**config.mk**
```make
export PLATFORM = sky130hd
export DESIGN_NAME = uart_core_rx_flat
export DESIGN_NICKNAME = d
export VERILOG_FILES = /design/src/rtl/uart_core_rx_if.sv /design/src/rtl/uart_core_rx.sv /design/src/flat_wrapper.sv
export SDC_FILE = /design/constraint.sdc
export NUM_CORES = 1
export LEC_CHECK = 0
export CAP_MARGIN = 5
export CORE_MARGIN = 3
export CORE_UTILIZATION = 50
export DETAILED_ROUTE_END_ITERATION = 8
export PLACE_DENSITY = 0.78
export SLEW_MARGIN = 20
export SYNTH_ARGS = -nofsm -noshare
export SYNTH_HDL_FRONTEND = slang
export SYNTH_SLANG_ARGS = --single-unit
```
**constraint.sdc**
```tcl
create_clock -name clk -period 6.1 [get_ports clk]
set_input_delay 1.22 -clock clk [delete_from_list [all_inputs] [get_ports clk]]
set_output_delay 1.22 -clock clk [all_outputs]
set_load 0.01 [all_outputs]
```
**src/rtl/uart_core_rx_if.sv**
```systemverilog
// Receiver-to-register-side handshake: enable in, completed character and status out.
// The register/FIFO logic is the master; the receive core is the slave.
interface uart_core_rx_if;
  logic       en;
  logic       busy;
  logic       ack;
  logic [7:0] data;
  logic       err_check;
  logic       err_frame;

  modport master (output en, input busy, ack, data, err_check, err_frame);
  modport slave  (input en, output busy, ack, data, err_check, err_frame);
endinterface

```
**src/rtl/uart_core_rx.sv**
```systemverilog
// UART receive core: 2-flop synchroniser, 8x oversampling tick generator and a frame FSM
// that majority-votes each bit and reports the character with a one-cycle ack.
module uart_core_rx #(
  parameter int CLK_FREQ       = 100,
  parameter int BAUD_DIV_WIDTH = 8
) (
  input  logic                      clk,
  input  logic                      rst,
  input  logic [BAUD_DIV_WIDTH-1:0] baud_div,
  input  logic [1:0]                data_type,
  input  logic [1:0]                stop_type,
  input  logic                      check_en,
  input  logic [1:0]                check_type,
  input  logic                      rx,
  uart_core_rx_if.slave             host
);
  localparam int CLK_DIV = CLK_FREQ / 10;
  localparam int CNT_W   = BAUD_DIV_WIDTH + $clog2(CLK_DIV) + 1;

  typedef enum logic [2:0] {
    S_IDLE, S_START, S_DATA, S_CHECK, S_STOP0, S_STOP1, S_WAITHI
  } state_t;

  state_t           state_r;
  logic             rx_meta_r, rx_s_r, rx_prev_r;
  logic [CNT_W-1:0] cnt_r;
  logic [2:0]       idx_r;
  logic [2:0]       bit_cnt_r;
  logic             vote3_r, vote4_r;
  logic [7:0]       buf_r;
  logic             chk_err_r;
  logic             busy_r, ack_r, err_check_r, err_frame_r;
  logic [7:0]       data_r;

  logic [CNT_W-1:0] period_s, first_cnt_s;
  logic             tick_s, maj_s, sample_s, last_bit_s, start_s;

  function automatic logic parity_bit(input logic [7:0] d, input logic [1:0] kind);
    logic p;
    case (kind)
      2'b00:   p = ~^d;
      2'b01:   p = ^d;
      2'b10:   p = 1'b1;
      default: p = 1'b0;
    endcase
    return p;
  endfunction

  assign host.busy      = busy_r;
  assign host.ack       = ack_r;
  assign host.data      = data_r;
  assign host.err_check = err_check_r;
  assign host.err_frame = err_frame_r;

  // Tick timing, bit vote and edge detection.
  always_comb begin
    period_s    = CNT_W'(CLK_DIV) * (CNT_W'(baud_div) + CNT_W'(1));
    // The detection cycle already counts as the first clock of the period.
    first_cnt_s = (period_s == CNT_W'(1)) ? '0 : CNT_W'(1);
    tick_s      = (cnt_r >= period_s - CNT_W'(1));
    maj_s       = (vote3_r & vote4_r) | (vote3_r & rx_s_r) | (vote4_r & rx_s_r);
    sample_s    = tick_s && (idx_r == 3'd5);
    last_bit_s  = (bit_cnt_r == (3'd7 - {1'b0, data_type}));
    start_s     = host.en && rx_prev_r && !rx_s_r;
  end

  // Two-flop synchroniser plus one delayed copy for falling-edge detection.
  always_ff @(posedge clk) begin
    if (rst) begin
      rx_meta_r <= 1'b1;
      rx_s_r    <= 1'b1;
      rx_prev_r <= 1'b1;
    end else begin
      rx_meta_r <= rx;
      rx_s_r    <= rx_meta_r;
      rx_prev_r <= rx_s_r;
    end
  end

  // Frame FSM with tick generator, bit sampling and registered outputs.
  always_ff @(posedge clk) begin
    if (rst) begin
      state_r     <= S_IDLE;
      cnt_r       <= '0;
      idx_r       <= 3'd0;
      bit_cnt_r   <= 3'd0;
      vote3_r     <= 1'b0;
      vote4_r     <= 1'b0;
      buf_r       <= 8'h00;
      chk_err_r   <= 1'b0;
      busy_r      <= 1'b0;
      ack_r       <= 1'b0;
      data_r      <= 8'h00;
      err_check_r <= 1'b0;
      err_frame_r <= 1'b0;
    end else begin
      ack_r <= 1'b0;
      if (state_r == S_IDLE) begin
        idx_r <= 3'd0;
        if (start_s) begin
          state_r   <= S_START;
          busy_r    <= 1'b1;
          cnt_r     <= first_cnt_s;
          bit_cnt_r <= 3'd0;
          buf_r     <= 8'h00;
          chk_err_r <= 1'b0;
        end else begin
          cnt_r <= '0;
        end
      end else if (!host.en) begin
        state_r <= S_IDLE;
        busy_r  <= 1'b0;
        cnt_r   <= '0;
      end else begin
        if (tick_s) begin
          cnt_r <= '0;
          idx_r <= idx_r + 3'd1;
          if (idx_r == 3'd3) vote3_r <= rx_s_r;
          if (idx_r == 3'd4) vote4_r <= rx_s_r;
        end else begin
          cnt_r <= cnt_r + CNT_W'(1);
        end
        case (state_r)
          S_START: begin
            if (sample_s && maj_s) begin
              state_r <= S_IDLE;
              busy_r  <= 1'b0;
            end else if (tick_s && (idx_r == 3'd7)) begin
              state_r <= S_DATA;
            end
          end
          S_DATA: begin
            if (sample_s) begin
              buf_r[bit_cnt_r] <= maj_s;
              if (last_bit_s) state_r <= check_en ? S_CHECK : S_STOP0;
              else            bit_cnt_r <= bit_cnt_r + 3'd1;
            end
          end
          S_CHECK: begin
            if (sample_s) begin
              chk_err_r <= (maj_s != parity_bit(buf_r, check_type));
              state_r   <= S_STOP0;
            end
          end
          S_STOP0: begin
            if (sample_s) begin
              if (!maj_s || (stop_type != 2'b10)) begin
                ack_r       <= 1'b1;
                data_r      <= buf_r;
                err_check_r <= chk_err_r;
                err_frame_r <= !maj_s;
                state_r     <= maj_s ? S_IDLE : S_WAITHI;
                busy_r      <= !maj_s;
              end else begin
                state_r <= S_STOP1;
              end
            end
          end
          S_STOP1: begin
            if (sample_s) begin
              ack_r       <= 1'b1;
              data_r      <= buf_r;
              err_check_r <= chk_err_r;
              err_frame_r <= !maj_s;
              state_r     <= maj_s ? S_IDLE : S_WAITHI;
              busy_r      <= !maj_s;
            end
          end
          // A break or stuck-low line must go high before another start is accepted.
          S_WAITHI: begin
            if (rx_s_r) begin
              state_r <= S_IDLE;
              busy_r  <= 1'b0;
            end
          end
          default: begin
            state_r <= S_IDLE;
            busy_r  <= 1'b0;
          end
        endcase
      end
    end
  end
endmodule

```
**src/flat_wrapper.sv**
```systemverilog
// flat-port wrapper written by rule: the top's interface ports become plain ports
module uart_core_rx_flat 
#(
  parameter int CLK_FREQ       = 100,
  parameter int BAUD_DIV_WIDTH = 8
)
  (clk, rst, baud_div, data_type, stop_type, check_en, check_type, rx, host_en, host_busy, host_ack, host_data, host_err_check, host_err_frame);
  uart_core_rx_if host_i ();
  input  logic clk;
  input  logic rst;
  input  logic [BAUD_DIV_WIDTH-1:0] baud_div;
  input  logic [1:0] data_type;
  input  logic [1:0] stop_type;
  input  logic check_en;
  input  logic [1:0] check_type;
  input  logic rx;
  input wire logic [$bits(host_i.en)-1:0] host_en;
  output wire logic [$bits(host_i.busy)-1:0] host_busy;
  output wire logic [$bits(host_i.ack)-1:0] host_ack;
  output wire logic [$bits(host_i.data)-1:0] host_data;
  output wire logic [$bits(host_i.err_check)-1:0] host_err_check;
  output wire logic [$bits(host_i.err_frame)-1:0] host_err_frame;
  assign host_i.en = host_en;
  assign host_busy = host_i.busy;
  assign host_ack = host_i.ack;
  assign host_data = host_i.data;
  assign host_err_check = host_i.err_check;
  assign host_err_frame = host_i.err_frame;
  uart_core_rx #(.CLK_FREQ(CLK_FREQ), .BAUD_DIV_WIDTH(BAUD_DIV_WIDTH)) u_core (.clk(clk), .rst(rst), .baud_div(baud_div), .data_type(data_type), .stop_type(stop_type), .check_en(check_en), .check_type(check_type), .rx(rx), .host(host_i));
endmodule
```
==> results.md <==
- The flow ran to the end, and the final reports show no timing, DRC or antenna violations.
- In the final layout, the share of cells above drive strength 1 is 0.163.
- The number of sinks on the clock net is 48.
- Synthesis produced 426 cells.
- The library cells used most frequently in the layout, excluding fill and tap cells, are 48 x dfxtp_1, 47 x nor2_1, 40 x buf_4, 34 x ha_1, 30 x clkdlybuf4s50_1.
- The number of hold violations in the final report came to 0.
- The cell at the root of the clock tree is clkbuf_8.
- The count of cells in the finished layout, fillers not included, comes to ~580.
- The end point of the worst hold path is u_core.rx_s_r$_SDFF_PP1_.
- The mean number of vias per cell is ~5.8.
- The number of enable flip-flop cells after synthesis is 0.
- Walking the worst path, the cells encountered are clkdlybuf4s50_1 -> ha_1 -> buf_4 -> xor2_2 -> ha_1 -> fa_1 -> a21oi_2 -> o21bai_1 -> xor2_1 -> buf_4 -> or4_1 -> a211o_1 -> o211ai_2 -> ha_1 -> nand2_2 -> o21ai_0 -> a221o_1 -> o211a_4 -> or3b_1 -> o211ai_2.
- The most frequent cell on the critical path is ha_1.
- The static leakage power is around 0.0018 µW.
- The cell depth of the worst hold path is 1.
- The die is 89.8 µm tall.
- For the finished layout, the period the worst path requires is 5.93 ns.
- The clock passes through at most 2 buffers.
- In the final routed layout, each cell accounts on average for 14.3 µm.
- Routability-driven placement finished with a final weighted congestion of around 0.84.
- Of the available clock period, the critical path in the final layout requires 0.972.
- The starting utilization of the core area is 0.535.
- The worst stage delay on the critical path is 0.48 ns.
- The largest individual stage delay along the critical path comes from the cell fa_1.
- The clock latency on the worst-skew pair is 0.31 ns.
- Together, buffers and inverters on the worst path number 3.
- The number of max-slew violations in the final report is 0.
- The number of global-route vias before repair is approximately 3,100.
- The number of warnings reported in the yosys synthesis log is 0.
- The final route contains 3,332 vias.
- The critical path in this run is classified as in -> reg.
- The start point of the critical path is baud_div[0].
- The required arrival time at the worst endpoint is 6.34 ns.
- The summed negative setup slack over all endpoints is 0 ns.
- Broken down by cell family, the worst path's largest delay share belongs to compound AO/OA/AOI/OAI gates.
- The core area is 6570 µm².
- The netlist uses 62 different library cells.
- The signed area change from the synthesized netlist to the final layout is 24.9%.
- Summed over all nets, the half-perimeter wirelength after detailed placement is around 6000 µm.
- The floorplan has 29 rows.
- The endpoint kind of the worst setup timing path is a register.
- The cell area after synthesis is ~3500 µm².
- The highest ir drop seen on vdd is 0.120 mV.
- For this design the top-level I/O count stands at 31.
- TritonCTS built the clock tree.
- After clock tree synthesis, the clock-pin slew on the worst setup and hold paths is ~0.090 ns.
- The largest net degree at the start of global routing is 38.
- The overall power consumption is approximately 900 µW.
- The part of the Yosys area used for sequential elements is 0.274.
- At the worst endpoint, the arrival time is about 6.2 ns.
- Max-cap violations in this run came to 0.
- Measured in cells, the most critical reg-to-reg path has a length of 7.
- The first-iteration detailed-routing DRC count is ~240.
- For the final database, setup skew stands at approximately 0.011 ns.
- The transition time of the tightest slew-check pin is between 0.8 and 0.9 ns.
- At the end of the flow, the number of nets in the layout was between 500 and 600.
- Dividing total power by cell area gives a power density of ~200 nW/µm².
- After detailed routing, the number of remaining DRC violations is 0.
- The most common library cell in the layout ignoring fill and taps is dfxtp_1.
- The source of the worst register-to-register timing path is u_core.cnt_r[3]$_SDFF_PP0_.
- After synthesis, the share of flip-flops with an asynchronous set or reset is 0.
- The worst hold path startpoint is u_core.rx_meta_r$_SDFF_PP1_.
- The detailed-route wire length is 8300 µm.
- The number of placed instances with taps included is roughly 570.
- Measured along the x axis, the die boundary spans approximately 90 µm.
- The worst setup slack for register-to-register paths is roughly 3.8 ns.
- Once detail routing completed, the nets flagged for antenna violations numbered 0.
- Clock tree synthesis inserted a total of 5 buffers.
- The category of the worst setup path launch point is an input pin.
- 0 antenna diodes ended up in the layout.
- In this run the mean area of a mapped cell was roughly 8 µm².
- CTS built an H-tree with a depth of 2.
- The final count of negative-setup-slack endpoints is 0.
- The worst register-to-register path ends at u_core.state_r[1]$_SDFFE_PP0P_.
- The worst slew slack as a fraction of its limit is 0.452.
- The net count of the mapped netlist is between 400 and 500.
- The first global-routing pass estimated around 14,000 µm of wire.
- The maximum clock frequency is 169 MHz.
- The synthesized flop and latch total is 48.
- The maximum fanout encountered on the critical timing path is 4.
- The number of antenna violations at the first check in global routing is 0.
- The first detailed-routing pass ran for 5 iterations.
- The kind of path behind the tightest hold check is reg -> reg.
- Across every metal layer, demand over resource in global routing totals 0.195.
- The number of buffers inserted by port buffering is 30.
- The remaining global-route overflow is 0.
- The top flip-flop cell by instance count after synthesis is dfxtp_1.
- The floorplan step defined a die boundary enclosing about 8000 µm².
-- what timing repair did --
| item | 4_1_cts | 5_1_grt |
|---|---|---|
| resized for setup | 2 | 16 |
| pin swaps | 1 | 8 |
| gates cloned | 1 | 0 |
| setup buffers | 1 | 2 |
| endpoints found under the setup margin | 5 | 45 |
| hold buffers | 0 | 0 |
-- layout make-up --
type                            instances  area [µm²]
Multi-Input combinational cell        346        2520
Fill cell                             536        2180
Sequential cell                        48         961
Timing Repair Buffer                   71         621
Tap cell                               93         116
Clock buffer                            5        68.8
Inverter                               13        48.8
Clock inverter                          3        47.5
-- worst max path at each step --
stage               cells past startpoint                             end  slack, ns
global route                           22  u_core.state_r[2]$_SDFFE_PP0P_      -0.07
floorplan                              20  u_core.state_r[1]$_SDFFE_PP0P_       0.42
detailed placement                     18     u_core.cnt_r[10]$_SDFF_PP0_      -0.30
CTS                                    18    u_core.buf_r[2]$_SDFFE_PP0P_       0.07
global placement                       20   u_core.host.busy$_SDFFE_PP0P_      -0.09
finish                                 20  u_core.state_r[1]$_SDFFE_PP0P_       0.17
-- layer usage --
metal / vias up / global-route usage / wire length (µm)
li1: 1640 / - / -
met1: 1598 / 0.244 / 3640
met2: 86 / 0.360 / 4260
met3: 8 / 0.0292 / 346
met4: 0 / 0.0319 / 48
met5: - / 0 / 0
-- synth_stat cells (2+ instances only) --
cell type / count / area, µm²
xor2_1: 20 / 175
a31oi_1: 7 / 43.8
or2_2: 4 / 25.0
o31ai_1: 6 / 45.0
inv_1: 13 / 48.8
or3_1: 7 / 43.8
a311oi_1: 2 / 17.5
nor4_1: 3 / 18.8
nor3_1: 7 / 35.0
nand4b_1: 4 / 35.0
nand4_1: 5 / 31.3
nand2b_1: 8 / 50.1
nand2_1: 27 / 101
nor2_1: 48 / 180
and2_1: 3 / 18.8
nand3_1: 22 / 110
dfxtp_1: 48 / 961
nand3b_1: 5 / 37.5
o21bai_1: 2 / 15.0
ha_1: 34 / 425
o21a_1: 4 / 30.0
o211ai_2: 2 / 25.0
xnor2_1: 23 / 201
o211ai_1: 2 / 15.0
buf_2: 2 / 10.0
or4_1: 2 / 15.0
clkbuf_1: 15 / 56.3
nor2b_1: 11 / 68.8
o41ai_1: 2 / 17.5
mux2i_1: 14 / 140
o21ai_0: 21 / 105
and3_1: 3 / 18.8
a21oi_1: 21 / 105
-- flip-flops by register name, indices dropped and copies added (netlist names), 3 cells and up --
name              count
u_core.idx_r          3
u_core.state_r        3
u_core.host.data      8
u_core.cnt_r         13
u_core.buf_r          8
u_core.bit_cnt_r      3
-- metrics by stage --
step           setup WS, ns  instance area [µm²]  utilization  hold WS, ns
2_1_floorplan         0.425                 3510            -        0.389
3_3_place_gp        -0.0861                 4140        0.631        0.398
3_5_place_dp         -0.297                 4140        0.631        0.398
4_1_cts              0.0654                 4290        0.653        0.424
5_1_grt             -0.0675                 4380        0.668        0.440
6_report              0.170                 4380        0.668        0.420
-- where the power goes --
part           leakage, µW  internal, µW  switching, µW
logic              0.00133           155            166
clock network    0.0000583           124            114
registers         0.000387           320           10.1
total              0.00177           599            290
-- cells by family (layout without fill, tap and decap cells) --
kind of cell,count (synthesis),in the layout,synth area share
compound gates,84,85,0.162
mux,15,15,0.0431
xor+xnor,43,43,0.107
fa+ha+maj,36,36,0.130
flops,48,48,0.274
buf+inv,33,92,0.0374
simple gates,167,167,0.247
No activity file was read; power rests on OpenSTA's default activity.
